**config.mk**
```make
export PLATFORM = sky130hd
export DESIGN_NAME = pipe_hzd_unit
export DESIGN_NICKNAME = d
export VERILOG_FILES = /design/src/rtl/pipe_hzd_pkg.sv /design/src/rtl/pipe_hzd_unit_match.sv /design/src/rtl/pipe_hzd_unit.sv
export SDC_FILE = /design/constraint.sdc
export NUM_CORES = 1
export LEC_CHECK = 0
export CAP_MARGIN = 20
export CORE_UTILIZATION = 57
export DETAILED_ROUTE_END_ITERATION = 16
export DONT_BUFFER_PORTS = 1
export HOLD_SLACK_MARGIN = 0.15
export PLACE_DENSITY = 0.75
export SETUP_SLACK_MARGIN = 0.1
export SYNTH_ARGS = -nofsm -noshare
export SYNTH_HDL_FRONTEND = slang
export SYNTH_HIERARCHICAL = 1
export SYNTH_SLANG_ARGS = --single-unit
```
**constraint.sdc**
```tcl
create_clock -name clk -period 2.2 [get_ports clk]
set_clock_uncertainty 0.2 [all_clocks]
set_input_delay 0.11 -clock clk [delete_from_list [all_inputs] [get_ports clk]]
set_output_delay 0.11 -clock clk [all_outputs]
set_load 0.02 [all_outputs]
```
**src/rtl/pipe_hzd_pkg.sv**
```systemverilog
// Shared types and constants for the pipeline hazard unit.
// Forwarding select codes, scoreboard entry layout, select width helper.
package pipe_hzd_pkg;

  localparam int MAX_REG_W = 8;

  localparam int NO_FWD     = 0;
  localparam int FWD_STAGE1 = 1;
  localparam int FWD_STAGE2 = 2;
  localparam int FWD_STAGE3 = 3;

  typedef struct packed {
    logic                 v;
    logic                 wr_en;
    logic [MAX_REG_W-1:0] wr_reg;
    logic                 is_load;
  } hzd_entry_t;

  function automatic int sel_width(input int depth);
    return $clog2(depth + 1);
  endfunction

endpackage

```
**src/rtl/pipe_hzd_unit_match.sv**
```systemverilog
// One source operand against every scoreboard stage.
// Youngest matching stage wins; flags a too-young load.
module hzd_match
  import pipe_hzd_pkg::*;
#(
  parameter int REG_W    = 4,
  parameter int DEPTH    = 3,
  parameter int LOAD_LAT = 1,
  parameter int ZERO_REG = 1,
  parameter int SEL_W    = 2
) (
  input  logic                   rd_en,
  input  logic [REG_W-1:0]       rd_reg,
  input  hzd_entry_t [DEPTH:1]   ents,
  output logic [SEL_W-1:0]       sel,
  output logic                   load_hit
);

  logic zero_blk;

  assign zero_blk = (ZERO_REG != 0) && (rd_reg == '0);

  // Scan oldest to youngest so the youngest match overwrites.
  always_comb begin
    sel      = SEL_W'(NO_FWD);
    load_hit = 1'b0;
    for (int k = DEPTH; k >= 1; k--) begin
      if (rd_en && !zero_blk && ents[k].v && ents[k].wr_en &&
          ents[k].wr_reg == MAX_REG_W'(rd_reg)) begin
        sel      = SEL_W'(k);
        load_hit = ents[k].is_load && (k <= LOAD_LAT);
      end
    end
  end

endmodule

```
**src/rtl/pipe_hzd_unit.sv**
```systemverilog
// Hazard, forwarding and load-use stall controller.
// Tracks in-flight destinations for every stage after ID.
module pipe_hzd_unit
  import pipe_hzd_pkg::*;
#(
  parameter int REG_W        = 4,
  parameter int NUM_SRC      = 2,
  parameter int DEPTH        = 3,
  parameter int LOAD_LAT     = 1,
  parameter int FLUSH_STAGES = 1,
  parameter int ZERO_REG     = 1,
  parameter int SEL_W        = sel_width(DEPTH)
) (
  input  logic                     clk,
  input  logic                     rst,
  input  logic                     id_valid,
  input  logic [NUM_SRC-1:0]       id_rd_en,
  input  logic [NUM_SRC*REG_W-1:0] id_rd_reg,
  input  logic                     id_wr_en,
  input  logic [REG_W-1:0]         id_wr_reg,
  input  logic                     id_is_load,
  input  logic                     flush,
  input  logic                     hold,
  output logic                     stall,
  output logic                     issue_valid,
  output logic [NUM_SRC*SEL_W-1:0] fwd_sel,
  output logic [15:0]              stall_cnt
);

  localparam int FL_LAST =
    (FLUSH_STAGES < DEPTH) ? FLUSH_STAGES : DEPTH;

  hzd_entry_t [DEPTH:1] sb;
  hzd_entry_t           new_ent;
  logic [NUM_SRC-1:0]   hit;
  logic [15:0]          cnt_q;

  for (genvar i = 0; i < NUM_SRC; i++) begin : g_src
    hzd_match #(
      .REG_W    (REG_W),
      .DEPTH    (DEPTH),
      .LOAD_LAT (LOAD_LAT),
      .ZERO_REG (ZERO_REG),
      .SEL_W    (SEL_W)
    ) u_match (
      .rd_en    (id_rd_en[i]),
      .rd_reg   (id_rd_reg[i*REG_W +: REG_W]),
      .ents     (sb),
      .sel      (fwd_sel[i*SEL_W +: SEL_W]),
      .load_hit (hit[i])
    );
  end

  assign stall       = id_valid & ~hold & ~flush & (|hit);
  assign issue_valid = id_valid & ~stall & ~flush & ~hold;
  assign stall_cnt   = cnt_q;

  // Entry for the instruction leaving ID this cycle.
  always_comb begin
    new_ent         = '0;
    new_ent.v       = 1'b1;
    new_ent.wr_en   = id_wr_en;
    new_ent.wr_reg  = MAX_REG_W'(id_wr_reg);
    new_ent.is_load = id_is_load;
  end

  // Advance the scoreboard, kill flushed stages, count stalls.
  always_ff @(posedge clk or posedge rst) begin
    if (rst) begin
      sb    <= '0;
      cnt_q <= '0;
    end else if (!hold) begin
      for (int k = DEPTH; k >= 2; k--) begin
        sb[k] <= sb[k-1];
      end
      sb[1] <= issue_valid ? new_ent : '0;
      if (flush) begin
        for (int k = 2; k <= FL_LAST; k++) begin
          sb[k].v <= 1'b0;
        end
      end
      if (stall && cnt_q != 16'hFFFF) begin
        cnt_q <= cnt_q + 16'd1;
      end
    end
  end

endmodule

```
Word level (Yosys, flattened, before mapping)
Index checks and enable logic that the tools add are counted.
{"block": "word_totals", "output_inout_bits": 22, "ff_bits": 47, "elab_cells": 64}
{"block": "classes", "eq_ne": 7, "bitwise_logic": 9, "muxes": 9, "reduce_logical": 27, "add_sub_neg": 1}
{"cell": "== test 8 x 4 -> 1 bit", "n": 6}
{"cell": "logical AND 1 bit", "n": 21}
{"cell": "adder 16 x 1 -> 16 bit (second input constant)", "n": 1}
{"cell": "inequality test 16 bit (second input constant)", "n": 1}
{"cell": "2-to-1 mux 2 bit", "n": 6}
{"cell": "2-to-1 mux 11 bit", "n": 1}
{"cell": "zero test 4 bit", "n": 2}
{"cell": "bitwise AND 1 bit", "n": 6}
{"cell": "NOT 1 bit", "n": 3}
{"cell": "zero test 1 bit", "n": 2}
{"cell": "2-to-1 mux 1 bit", "n": 2}
{"cell": "AND reduction 2 bit", "n": 1}
{"cell": "OR reduction 2 bit", "n": 1}

Depth between registers and ports, before layout
Gate-level depths: netlist of the first run.
{"block": "logic_depth", "depth_word": 14, "mapped_depth": 9, "depth_no_buf": 8}

Cells and area by module
Netlist of the first run, hierarchy kept.
{"module": "pipe_hzd_unit", "area_each_um2": 1599.0, "instances": 1, "cells_each": 127, "seq_area_each_um2": 925.9}
{"module": "hzd_match", "area_each_um2": 221.5, "instances": 2, "cells_each": 29, "seq_area_each_um2": 0.0}

Worst setup path before layout of the first run
No wires, ideal clock.
{"block": "synth_path", "kind": "register to register", "start": "register sb[3] in the netlist's numbering", "end": "register cnt_q[6], in the netlist stall_cnt[6]", "period_less_slack_ps": 2311, "path_stages_with_launch": 10, "setup_slack_ps": -111, "required_time_ps": 1868, "setup_ps": 132, "t_arrival_ps": 1980, "cell_sequence": "dfrtp_1 > xnor2_1 > nand4_1 > nor3_1 > and2_1 > or2_2 > nand2b_1 > buf_2 > or4b_1 > xnor2_1"}
{"block": "synth_via", "elab_chain_cells": 7, "word_cells_on_any_way": 10}
{"item": "start: declaration", "line": "pipe_hzd_unit.sv:33", "text": "hzd_entry_t [DEPTH:1] sb;"}
{"item": "start signal: indexed assignment", "line": "pipe_hzd_unit.sv:74", "text": "sb[k] <= sb[k-1];"}
{"item": "== test 8 x 4 -> 1 bit", "line": "pipe_hzd_unit_match.sv:29", "text": "ents[k].wr_reg == MAX_REG_W'(rd_reg)) begin"}
{"item": "logical AND 1 bit", "line": "pipe_hzd_unit_match.sv:28", "text": "if (rd_en && !zero_blk && ents[k].v && ents[k].wr_en &&"}
{"item": "2-to-1 mux 1 bit", "line": "pipe_hzd_unit_match.sv:28"}
{"item": "via hit[1]", "line": "pipe_hzd_unit.sv:35", "text": "logic [NUM_SRC-1:0] hit;"}
{"item": "OR reduction 2 bit", "line": "pipe_hzd_unit.sv:54", "text": "assign stall = id_valid & ~hold & ~flush & (|hit);"}
{"item": "bitwise AND 1 bit", "line": "pipe_hzd_unit.sv:54"}
{"item": "logical AND 1 bit", "line": "pipe_hzd_unit.sv:82", "text": "if (stall && cnt_q != 16'hFFFF) begin"}
{"item": "AND reduction 2 bit (no source line)"}
{"item": "end signal: assignment", "line": "pipe_hzd_unit.sv:83", "text": "cnt_q <= cnt_q + 16'd1;"}
{"item": "end: declaration", "line": "pipe_hzd_unit.sv:36", "text": "logic [15:0] cnt_q;"}
The timed path passes the listed nets, and every way through them passes these cells.
A chain may end at the register's enable or synchronous reset.

Worst setup path in the final report of the first run
{"block": "layout_path", "start": "register sb[2] in the netlist's numbering", "end": "register cnt_q[9], in the netlist stall_cnt[9]"}
The elaborated chain is that of the path after synthesis.

==> results.sh, run 1 <==
export IMPL_timing_critical_path_depth=8
export IMPL_area_growth_synth_to_final_pct=45.9
export IMPL_gpl_final_weighted_congestion=0.833
export IMPL_cts_reportedPaths_clkPinSlew_ns=0.13
export IMPL_r2r_start="sb[2]"
export IMPL_tightestPinTransition_ns=0.675
export IMPL_critPathSlowestCell="dfrtp_1"
export IMPL_net_switching_power_uw=358
export IMPL_failed_checks="setup timing"
export IMPL_clock_power_share=0.364
export IMPL_worstSetupStartpointType="register"
export IMPL_finalHoldViolations=0
export IMPL_postRouteWirelength_mm=6.56
export IMPL_detail_route_drc_violations=0
export IMPL_cell_family_contributing_the_most_delay_on_the_critical_path="simple AND/OR/NAND/NOR gates"
export IMPL_static_leakage_power_uw=0.00129
export IMPL_routed_via_count=1908
export IMPL_hp_start="id_wr_reg[0]"
export IMPL_root_buffer="clkbuf_4"
export IMPL_syn_instance_count=181
export IMPL_unrepaired_setup_endpoints_after_global_routing="yes"
export IMPL_layout_cells_most_common="dfrtp_1"
export IMPL_place_detailed_hpwl_mm=3.30
export IMPL_die_area_um2=3690
export IMPL_per_instance_average_area_after_synthesis_um2=10.9
export IMPL_clock_sinks=35
export IMPL_postRouteAntennaNets=0
export IMPL_clock_tree_from_tritoncts="done"
export IMPL_antenna_diode_count=0
export IMPL_timing_hold_ws_ns=0.202
export IMPL_average_vias_per_placed_instance=6.32
export IMPL_outcome="finished with violations"
export IMPL_worst_setup_path_type="register to register"
export IMPL_cts_buffers=5
export IMPL_std_cell_rows=20
export IMPL_global_route_overflow_total=0
export IMPL_final_cell_count_no_fill=302
export IMPL_end_of_the_worst_hold_path="sb[1]"
export IMPL_numPortBuffers=0
export IMPL_timing_rr_end="stall_cnt[9]"
export IMPL_min_period_ns=2.40
export IMPL_combPwrFrac=0.132
export IMPL_p_seq_frac=0.504
export IMPL_die_width_um=60.8
export IMPL_fp_dieH_um=60.8
export IMPL_grt_pass1_wl_mm=8.54
export IMPL_drt_pre_antenna_iters=5
export IMPL_initial_utilization=0.625
export IMPL_coreArea_um2=3150
export IMPL_num_fill_cells=122
export IMPL_routed_wire_length_per_instance_um=21.7
export IMPL_ff2ff_setup_slack_ns=-0.20
export IMPL_num_nets_final=279
export IMPL_clockBufferDepth=2
export IMPL_setup_tns_final_ns=-1.21
export IMPL_cts_htree_levels=2
export IMPL_detailed_place_area_um2=2330
export IMPL_switching_share=0.255
export IMPL_critical_path_max_stage_delay_ns=0.45
export IMPL_finalSetupViolations=13
export IMPL_r2r_worst_path_cells=8
export IMPL_critPathMaxFanout=3
export IMPL_timing_max_transition_violations_final=0
export IMPL_max_vdd_ir_drop_mv=0.630
export IMPL_critical_path_n_buffers_inverters=0
export IMPL_synth_yosys_warnings=6
export IMPL_drt_iter0_drc=108
export IMPL_cap_violations=0
export IMPL_finalCritPeriodShare=1.09
export IMPL_first_global_vias=1840
export IMPL_timing_hold_worst_class="input port to register"
export IMPL_layout_common_cells="dfrtp_1, buf_4, conb_1"
export IMPL_post_route_cells_drive_above_1_share=0.399
export IMPL_fin_area_um2=2870
export IMPL_fmax_mhz=417
export IMPL_maximum_number_of_pins_on_one_net_before_global_route_repair=36
export IMPL_place_inst=271
export IMPL_crit_path_cell_trace="xnor2_1 -> nand4_1 -> nor3_2 -> and2_4 -> nor2_2 -> or3_4 -> nor4b_4 -> xor2_1"
export IMPL_clock_insertion_delay_worst_skew_ns=0.37
export IMPL_ios=43
export IMPL_number_of_antenna_violations_at_the_first_check_in_global_routing=0
export IMPL_slew_headroom=0.550
export IMPL_multiInputGateArea_um2=1410
export IMPL_arrival_ns=2.49
export IMPL_total_power_divided_by_cell_area_nw_per_um2=489
export IMPL_worstSetupEndpointType="register"
export IMPL_grt_usage=0.325
export IMPL_seqCellArea_um2=880
export IMPL_timing_critical_path_required_ns=2.29
export IMPL_min_path_cells=2
export IMPL_syn_area_um2=1970
export IMPL_power_report_internal_total_uw=1050
export IMPL_layout_setup_ws_ns=-0.201
## worst max-delay path by stage
| stage | from | to | slack, ns |
|---|---|---|---|
| floorplan | sb[2] | stall_cnt[6] | -0.02 |
| global placement | sb[2] | stall_cnt[10] | 0.002 |
| detailed placement | sb[4] | stall_cnt[9] | -0.05 |
| CTS | sb[3] | stall_cnt[9] | -0.01 |
| global route | sb[1] | stall_cnt[9] | -0.31 |
| finish | sb[2] | stall_cnt[9] | -0.20 |
## layout make-up
cell class | count | area share
clock inverter | 2 | 0.0122
clock buffer | 6 | 0.0179
tap | 44 | 0.0192
inverter | 4 | 0.00697
timing repair buffer | 49 | 0.148
multi-input combinational | 162 | 0.490
sequential | 35 | 0.306
## layer usage
layer / track usage / share of wire / wire length [um]
met2: 0.576 / 0.51 / 3320
met4: 0.143 / 0.079 / 515
met1: 0.357 / 0.33 / 2190
met5: 0 / 0 / 0
met3: 0.102 / 0.081 / 531
## worst reg2reg max path, delay by kind of cell, from the launching register on
kind                      cells  cell delay (ns)
and+or+nand+nor               6             1.29
DFF                           1             0.45
xor gates and xnor gates      2             0.38
## timing repair
| item | in CTS | in global routing |
|---|---|---|
| pin swaps | 11 | 17 |
| resized for setup | 18 | 34 |
| hold buffers | 16 | 0 |
| hold endpoints to repair | 65 | 0 |
| endpoints found under the setup margin | 17 | 21 |
| setup buffers | 3 | 4 |
## sequential cells by signal (all words and copies together) (netlist names)
name,flops
stall_cnt,16
sb,19
## through the flow
step,worst slack [ns],utilization,total power (uW)
floorplan,-0.0241,-,815
finish,-0.201,0.911,1410
global route,-0.307,0.911,1450
CTS,-0.0139,0.845,1370
detailed placement,-0.0480,0.738,841
global placement,0.00230,0.738,835
## power by group through the flow
| stage | Combinational (uW) | Sequential (uW) | Clock [uW] |
|---|---|---|---|
| CTS | 161 | 702 | 505 |
| global route | 199 | 712 | 536 |
| finish | 185 | 709 | 512 |
| global placement | 123 | 712 | 0 |
| floorplan | 109 | 707 | 0 |
| detailed placement | 127 | 714 | 0 |
(Power assumes the default switching activity.)
==> inputs of run 2 (changes only) <==
--- a/config.mk
+++ b/config.mk
@@ -12,6 +12,7 @@
 export HOLD_SLACK_MARGIN = 0.15
 export PLACE_DENSITY = 0.75
 export SETUP_SLACK_MARGIN = 0.1
+export SKIP_LAST_GASP = 1
 export SYNTH_ARGS = -nofsm -noshare
 export SYNTH_HDL_FRONTEND = slang
 export SYNTH_HIERARCHICAL = 1
==> results.sh, run 2 (synthesized netlist as in run 1, its figures left out) <==
export IMPL_clock_power_share=0.363
export IMPL_timing_critical_path_required_ns=2.27
export IMPL_r2r_worst_path_cells=8
export IMPL_setup_worst_path_end="stall_cnt[9]"
export IMPL_layout_cells_most_common="dfrtp_1"
export IMPL_cap_violations=0
export IMPL_area_growth_synth_to_final_pct=45.0
export IMPL_slew_headroom=0.491
export IMPL_fp_dieH_um=60.8
export IMPL_power_report_internal_total_uw=1040
export IMPL_net_switching_power_uw=355
export IMPL_cts_htree_levels=2
export IMPL_critPathMaxFanout=3
export IMPL_die_width_um=60.8
export IMPL_finalHoldViolations=0
export IMPL_worstSetupStartpointType="register"
export IMPL_drt_iter0_drc=129
export IMPL_root_buffer="clkbuf_4"
export IMPL_setup_tns_final_ns=-1.93
export IMPL_timing_critical_path_from="sb[2]"
export IMPL_layout_setup_ws_ns=-0.333
export IMPL_fmax_mhz=395
export IMPL_coreArea_um2=3150
export IMPL_detail_route_drc_violations=0
export IMPL_p_total_uw=1400
export IMPL_seqCellArea_um2=877
export IMPL_postRouteAntennaNets=0
export IMPL_place_detailed_hpwl_mm=3.30
export IMPL_outcome="finished with violations"
export IMPL_largest_register_ffs=19
export IMPL_layout_common_cells="dfrtp_1, buf_4, conb_1"
export IMPL_clock_tree_from_tritoncts="done"
export IMPL_reg_with_most_ffs="sb"
export IMPL_first_global_vias=1840
export IMPL_timing_rr_end="stall_cnt[9]"
export IMPL_global_route_overflow_total=0
export IMPL_cts_buffers=5
export IMPL_numPortBuffers=0
export IMPL_total_power_divided_by_cell_area_nw_per_um2=490
export IMPL_cts_reportedPaths_clkPinSlew_ns=0.13
export IMPL_p_seq_frac=0.506
export IMPL_antenna_diode_count=0
export IMPL_timing_hold_ws_ns=0.210
export IMPL_maximum_number_of_pins_on_one_net_before_global_route_repair=36
export IMPL_arrival_ns=2.60
export IMPL_failed_checks="setup timing"
export IMPL_static_leakage_power_uw=0.00130
export IMPL_placement_setup_worst_slack_ns=-0.0480
export IMPL_initial_utilization=0.625
export IMPL_max_vdd_ir_drop_mv=0.865
export IMPL_finalCritPeriodShare=1.15
export IMPL_std_cell_rows=20
export IMPL_number_of_antenna_violations_at_the_first_check_in_global_routing=0
export IMPL_drt_pre_antenna_iters=4
export IMPL_unrepaired_setup_endpoints_after_global_routing="yes"
export IMPL_worst_setup_path_type="register to register"
export IMPL_worstSetupEndpointType="register"
export IMPL_post_route_cells_drive_above_1_share=0.382
export IMPL_finalSetupViolations=16
export IMPL_average_vias_per_placed_instance=6.28
export IMPL_timing_hold_worst_class="input port to register"
export IMPL_routed_wire_length_per_instance_um=22.0
export IMPL_clock_insertion_delay_worst_skew_ns=0.37
export IMPL_min_period_ns=2.53
export IMPL_num_fill_cells=120
export IMPL_finalCoreUtilization=0.906
export IMPL_ff2ff_setup_slack_ns=-0.33
export IMPL_die_area_um2=3690
export IMPL_ios=43
export IMPL_timing_max_transition_violations_final=0
export IMPL_switching_share=0.254
export IMPL_min_path_cells=2
export IMPL_postRouteWirelength_mm=6.65
export IMPL_gpl_final_weighted_congestion=0.833
export IMPL_num_nets_final=280
export IMPL_grt_pass1_wl_mm=8.54
export IMPL_routed_via_count=1903
export IMPL_multiInputGateArea_um2=1380
export IMPL_combPwrFrac=0.131
export IMPL_r2r_start="sb[2]"
export IMPL_clockBufferDepth=2
export IMPL_clock_sinks=35
export IMPL_grt_usage=0.325
export IMPL_tightestPinTransition_ns=0.764
run 2: cell count changes in the layout (fill, tap and decap cells not counted):
cell	change
a21o_4	-1
xnor2_1	+2
dfrtp_1	+2
xnor2_2	-2
a21o_1	+1
dfrtp_2	-2
buf_4	+1
run 2: area by class of cell:
type                       count  share of cell area
sequential                    35               0.307
clock inverter                 2              0.0123
inverter                       4             0.00701
tap                           44              0.0193
multi-input combinational    162               0.485
clock buffer                   6              0.0180
timing repair buffer          50               0.152
run 2: how the worst min path moves through the flow:
stage	startpoint	end
6_report	id_wr_reg[0]	sb[1]
5_1_grt	id_wr_reg[0]	sb[1]
4_1_cts	id_wr_reg[1]	sb[2]
3_5_place_dp	rst	stall_cnt[2]
3_3_place_gp	rst	stall_cnt[4]
2_1_floorplan	id_wr_reg[0]	sb[1]
run 2: worst max-delay path, stage by stage (launching register included):
cell     delay [ns]
dfrtp_1        0.45
xnor2_1        0.21
nand4_1        0.16
nor3_2         0.23
and2_4         0.19
nor2_2         0.04
or3_4          0.40
nor4b_4        0.29
xor2_1         0.26
run 2: power groups by stage:
stage                     registers [uW]  logic (uW)  clock network (uW)
after floorplan                      707         109                   0
after global placement               712         123                   0
after detailed placement             714         127                   0
after CTS                            702         161                 505
after global routing                 711         197                 534
final                                708         184                 508
run 2: layer usage:
metal | up-vias | GRT usage | part of all wire
met2 | 148 | 0.576 | 0.49
met3 | 47 | 0.102 | 0.092
met5 | - | 0 | 0
met4 | 0 | 0.143 | 0.064
li1 | 798 | - | -
met1 | 910 | 0.357 | 0.35
run 2: repair_timing:
action                                  CTS  global route
endpoints found under the hold margin    65             0
hold buffers                             16             0
buffers inserted                          3             5
endpoints found under the setup margin   17            21
resized for setup                        17            30
pin swaps                                11            16
run 2: through the flow:
stage / cells / instance area (um^2)
5_1_grt: 303 / 2860
3_3_place_gp: 271 / 2330
2_1_floorplan: 204 / 2100
6_report: 303 / 2860
4_1_cts: 298 / 2660
3_5_place_dp: 271 / 2330
==> inputs of run 3 (changes only) <==
--- a/config.mk
+++ b/config.mk
@@ -6,11 +6,12 @@
 export NUM_CORES = 1
 export LEC_CHECK = 0
 export CAP_MARGIN = 20
-export CORE_UTILIZATION = 57
+export CORE_MARGIN = 2
+export CORE_UTILIZATION = 25
 export DETAILED_ROUTE_END_ITERATION = 16
 export DONT_BUFFER_PORTS = 1
 export HOLD_SLACK_MARGIN = 0.15
-export PLACE_DENSITY = 0.75
+export PLACE_DENSITY = 0.39
 export SETUP_SLACK_MARGIN = 0.1
 export SKIP_LAST_GASP = 1
 export SYNTH_ARGS = -nofsm -noshare
==> results.sh, run 3 (synthesized netlist as in run 1, its figures left out) <==
export IMPL_outcome="finished with violations"
export IMPL_failed_checks="setup timing"
export IMPL_fp_dieH_um=92.8
export IMPL_static_leakage_power_uw=0.00131
export IMPL_cts_buffers=5
export IMPL_root_buffer="clkbuf_8"
export IMPL_arrival_ns=2.27
export IMPL_num_fill_cells=813
export IMPL_postRouteWirelength_mm=5.14
export IMPL_fmax_mhz=441
export IMPL_grt_use_met2=0.196
export IMPL_r2r_start="sb[2]"
export IMPL_seqCellArea_um2=876
export IMPL_grt_pass1_wl_mm=8.91
export IMPL_largest_register_ffs=19
export IMPL_layout_setup_ws_ns=-0.0664
export IMPL_timing_max_transition_violations_final=0
export IMPL_detail_route_drc_violations=0
export IMPL_r2r_worst_path_cells=8
export IMPL_die_width_um=92.8
export IMPL_cts_reportedPaths_clkPinSlew_ns=0.07
export IMPL_postRouteAntennaNets=0
export IMPL_numPortBuffers=0
export IMPL_routed_wire_length_per_instance_um=14.0
export IMPL_cap_violations=0
export IMPL_worstSetupStartpointType="register"
export IMPL_critical_path_n_buffers_inverters=0
export IMPL_timing_hold_ws_ns=0.176
export IMPL_drt_pre_antenna_iters=4
export IMPL_clockBufferDepth=2
export IMPL_global_route_overflow_total=0
export IMPL_min_period_ns=2.27
export IMPL_clock_insertion_delay_worst_skew_ns=0.29
export IMPL_total_power_divided_by_cell_area_nw_per_um2=484
export IMPL_average_vias_per_placed_instance=4.43
export IMPL_layout_cells_most_common="buf_4"
export IMPL_ios=43
export IMPL_critPathSlowestCell="dfrtp_1"
export IMPL_finalSetupViolations=3
export IMPL_worst_setup_path_type="register to register"
export IMPL_place_detailed_hpwl_mm=3.72
export IMPL_multiInputGateArea_um2=1290
export IMPL_timing_critical_path_required_ns=2.21
export IMPL_cell_family_contributing_the_most_delay_on_the_critical_path="simple AND/OR/NAND/NOR gates"
export IMPL_layout_common_cells="buf_4, dfrtp_1, xnor2_1"
export IMPL_cts_htree_levels=2
export IMPL_crit_path_cell_trace="xnor2_1 -> nand4_1 -> nor3_2 -> and2_4 -> nor2_2 -> or3_4 -> nor4b_4 -> xor2_1"
export IMPL_unrepaired_setup_endpoints_after_global_routing="yes"
export IMPL_grt_usage=0.133
export IMPL_gpl_final_weighted_congestion=0.719
export IMPL_grtUsageMet3=0.0407
export IMPL_grtUsageMet1=0.187
export IMPL_clock_sinks=35
export IMPL_grt_most_used_layer="met2"
export IMPL_timing_rr_end="stall_cnt[9]"
export IMPL_worstSetupEndpointType="register"
export IMPL_post_route_cells_drive_above_1_share=0.343
export IMPL_timing_hold_worst_class="input port to async pin"
export IMPL_num_nets_final=286
export IMPL_critical_path_max_stage_delay_ns=0.42
export IMPL_ff2ff_setup_slack_ns=-0.07
export IMPL_slew_headroom=0.503
export IMPL_coreArea_um2=7690
export IMPL_die_area_um2=8600
export IMPL_std_cell_rows=32
export IMPL_area_growth_synth_to_final_pct=46.6
export IMPL_drt_iter0_drc=46
export IMPL_routed_via_count=1631
export IMPL_critPathMaxFanout=3
export IMPL_finalCritPeriodShare=1.03
export IMPL_max_vdd_ir_drop_mv=0.187
export IMPL_setup_tns_final_ns=-0.151
export IMPL_first_global_vias=1681
export IMPL_clock_tree_from_tritoncts="done"
export IMPL_reg_with_most_ffs="sb"
export IMPL_finalHoldViolations=0
export IMPL_timing_critical_path_depth=8
export IMPL_placement_setup_worst_slack_ns=-0.0820
export IMPL_maximum_number_of_pins_on_one_net_before_global_route_repair=36
export IMPL_number_of_antenna_violations_at_the_first_check_in_global_routing=1
export IMPL_tightestPinTransition_ns=0.727
export IMPL_initial_utilization=0.256
[run 3: cell count changes in the layout (fill, tap and decap cells not counted), sizes merged]
| cell | change |
|---|---|
| bufinv | -1 |
| buf | +6 |
| clkbuf | +2 |
| diode | +1 |
| clkinv | -1 |
[run 3: power by group]
group / leakage, uW / internal [uW] / switching, uW
combinational: 0.000783 / 106 / 63.4
clock: 0.0000515 / 286 / 241
sequential: 0.000473 / 671 / 31.5
total: 0.00131 / 1060 / 336
[run 3: cell type report]
| cell class | count | area share |
|---|---|---|
| Clock buffer | 8 | 0.0347 |
| Inverter | 4 | 0.00607 |
| Sequential cell | 35 | 0.303 |
| Multi-Input combinational cell | 162 | 0.447 |
| Tap cell | 102 | 0.0442 |
| Timing Repair Buffer | 56 | 0.164 |
| Antenna cell | 1 | 0.000867 |
[run 3: tightest hold or removal path: stages]
cell           delay (ns)
dlygate4sd3_1        0.53
inv_1                0.05
buf_4                0.40
[run 3: timing repair]
| item | CTS | global route |
|---|---|---|
| gates cloned | 0 | 0 |
| endpoints found under the setup margin | 19 | 27 |
| endpoints found under the hold margin | 60 | 0 |
| resized for setup | 7 | 20 |
| pin swaps | 5 | 13 |
| buffers inserted | 4 | 3 |
| hold buffers | 16 | 0 |
[run 3: worst max path at each step]
stage | startpoint | endpoint | slack [ns]
after global routing | sb[2] | stall_cnt[6] | -0.20
after detailed placement | sb[2] | stall_cnt[6] | -0.08
after floorplan | sb[2] | stall_cnt[6] | -0.02
final | sb[2] | stall_cnt[9] | -0.07
after CTS | sb[2] | stall_cnt[9] | -0.04
after global placement | sb[1] | stall_cnt[10] | -0.05
[run 3: per-layer routing]
metal  part of all wire  wire length, um
met4              0.011               58
met5                  0                0
met1               0.46             2380
met2               0.47             2400
met3              0.059              302
[run 3: per-stage QoR]
stage	power [uW]	utilization	instances	area (um^2)
5_1_grt	1480	0.376	368	2890
6_report	1400	0.376	368	2890
3_3_place_gp	848	0.319	336	2450
4_1_cts	1420	0.361	364	2780
3_5_place_dp	848	0.319	336	2450
2_1_floorplan	815	-	204	2100
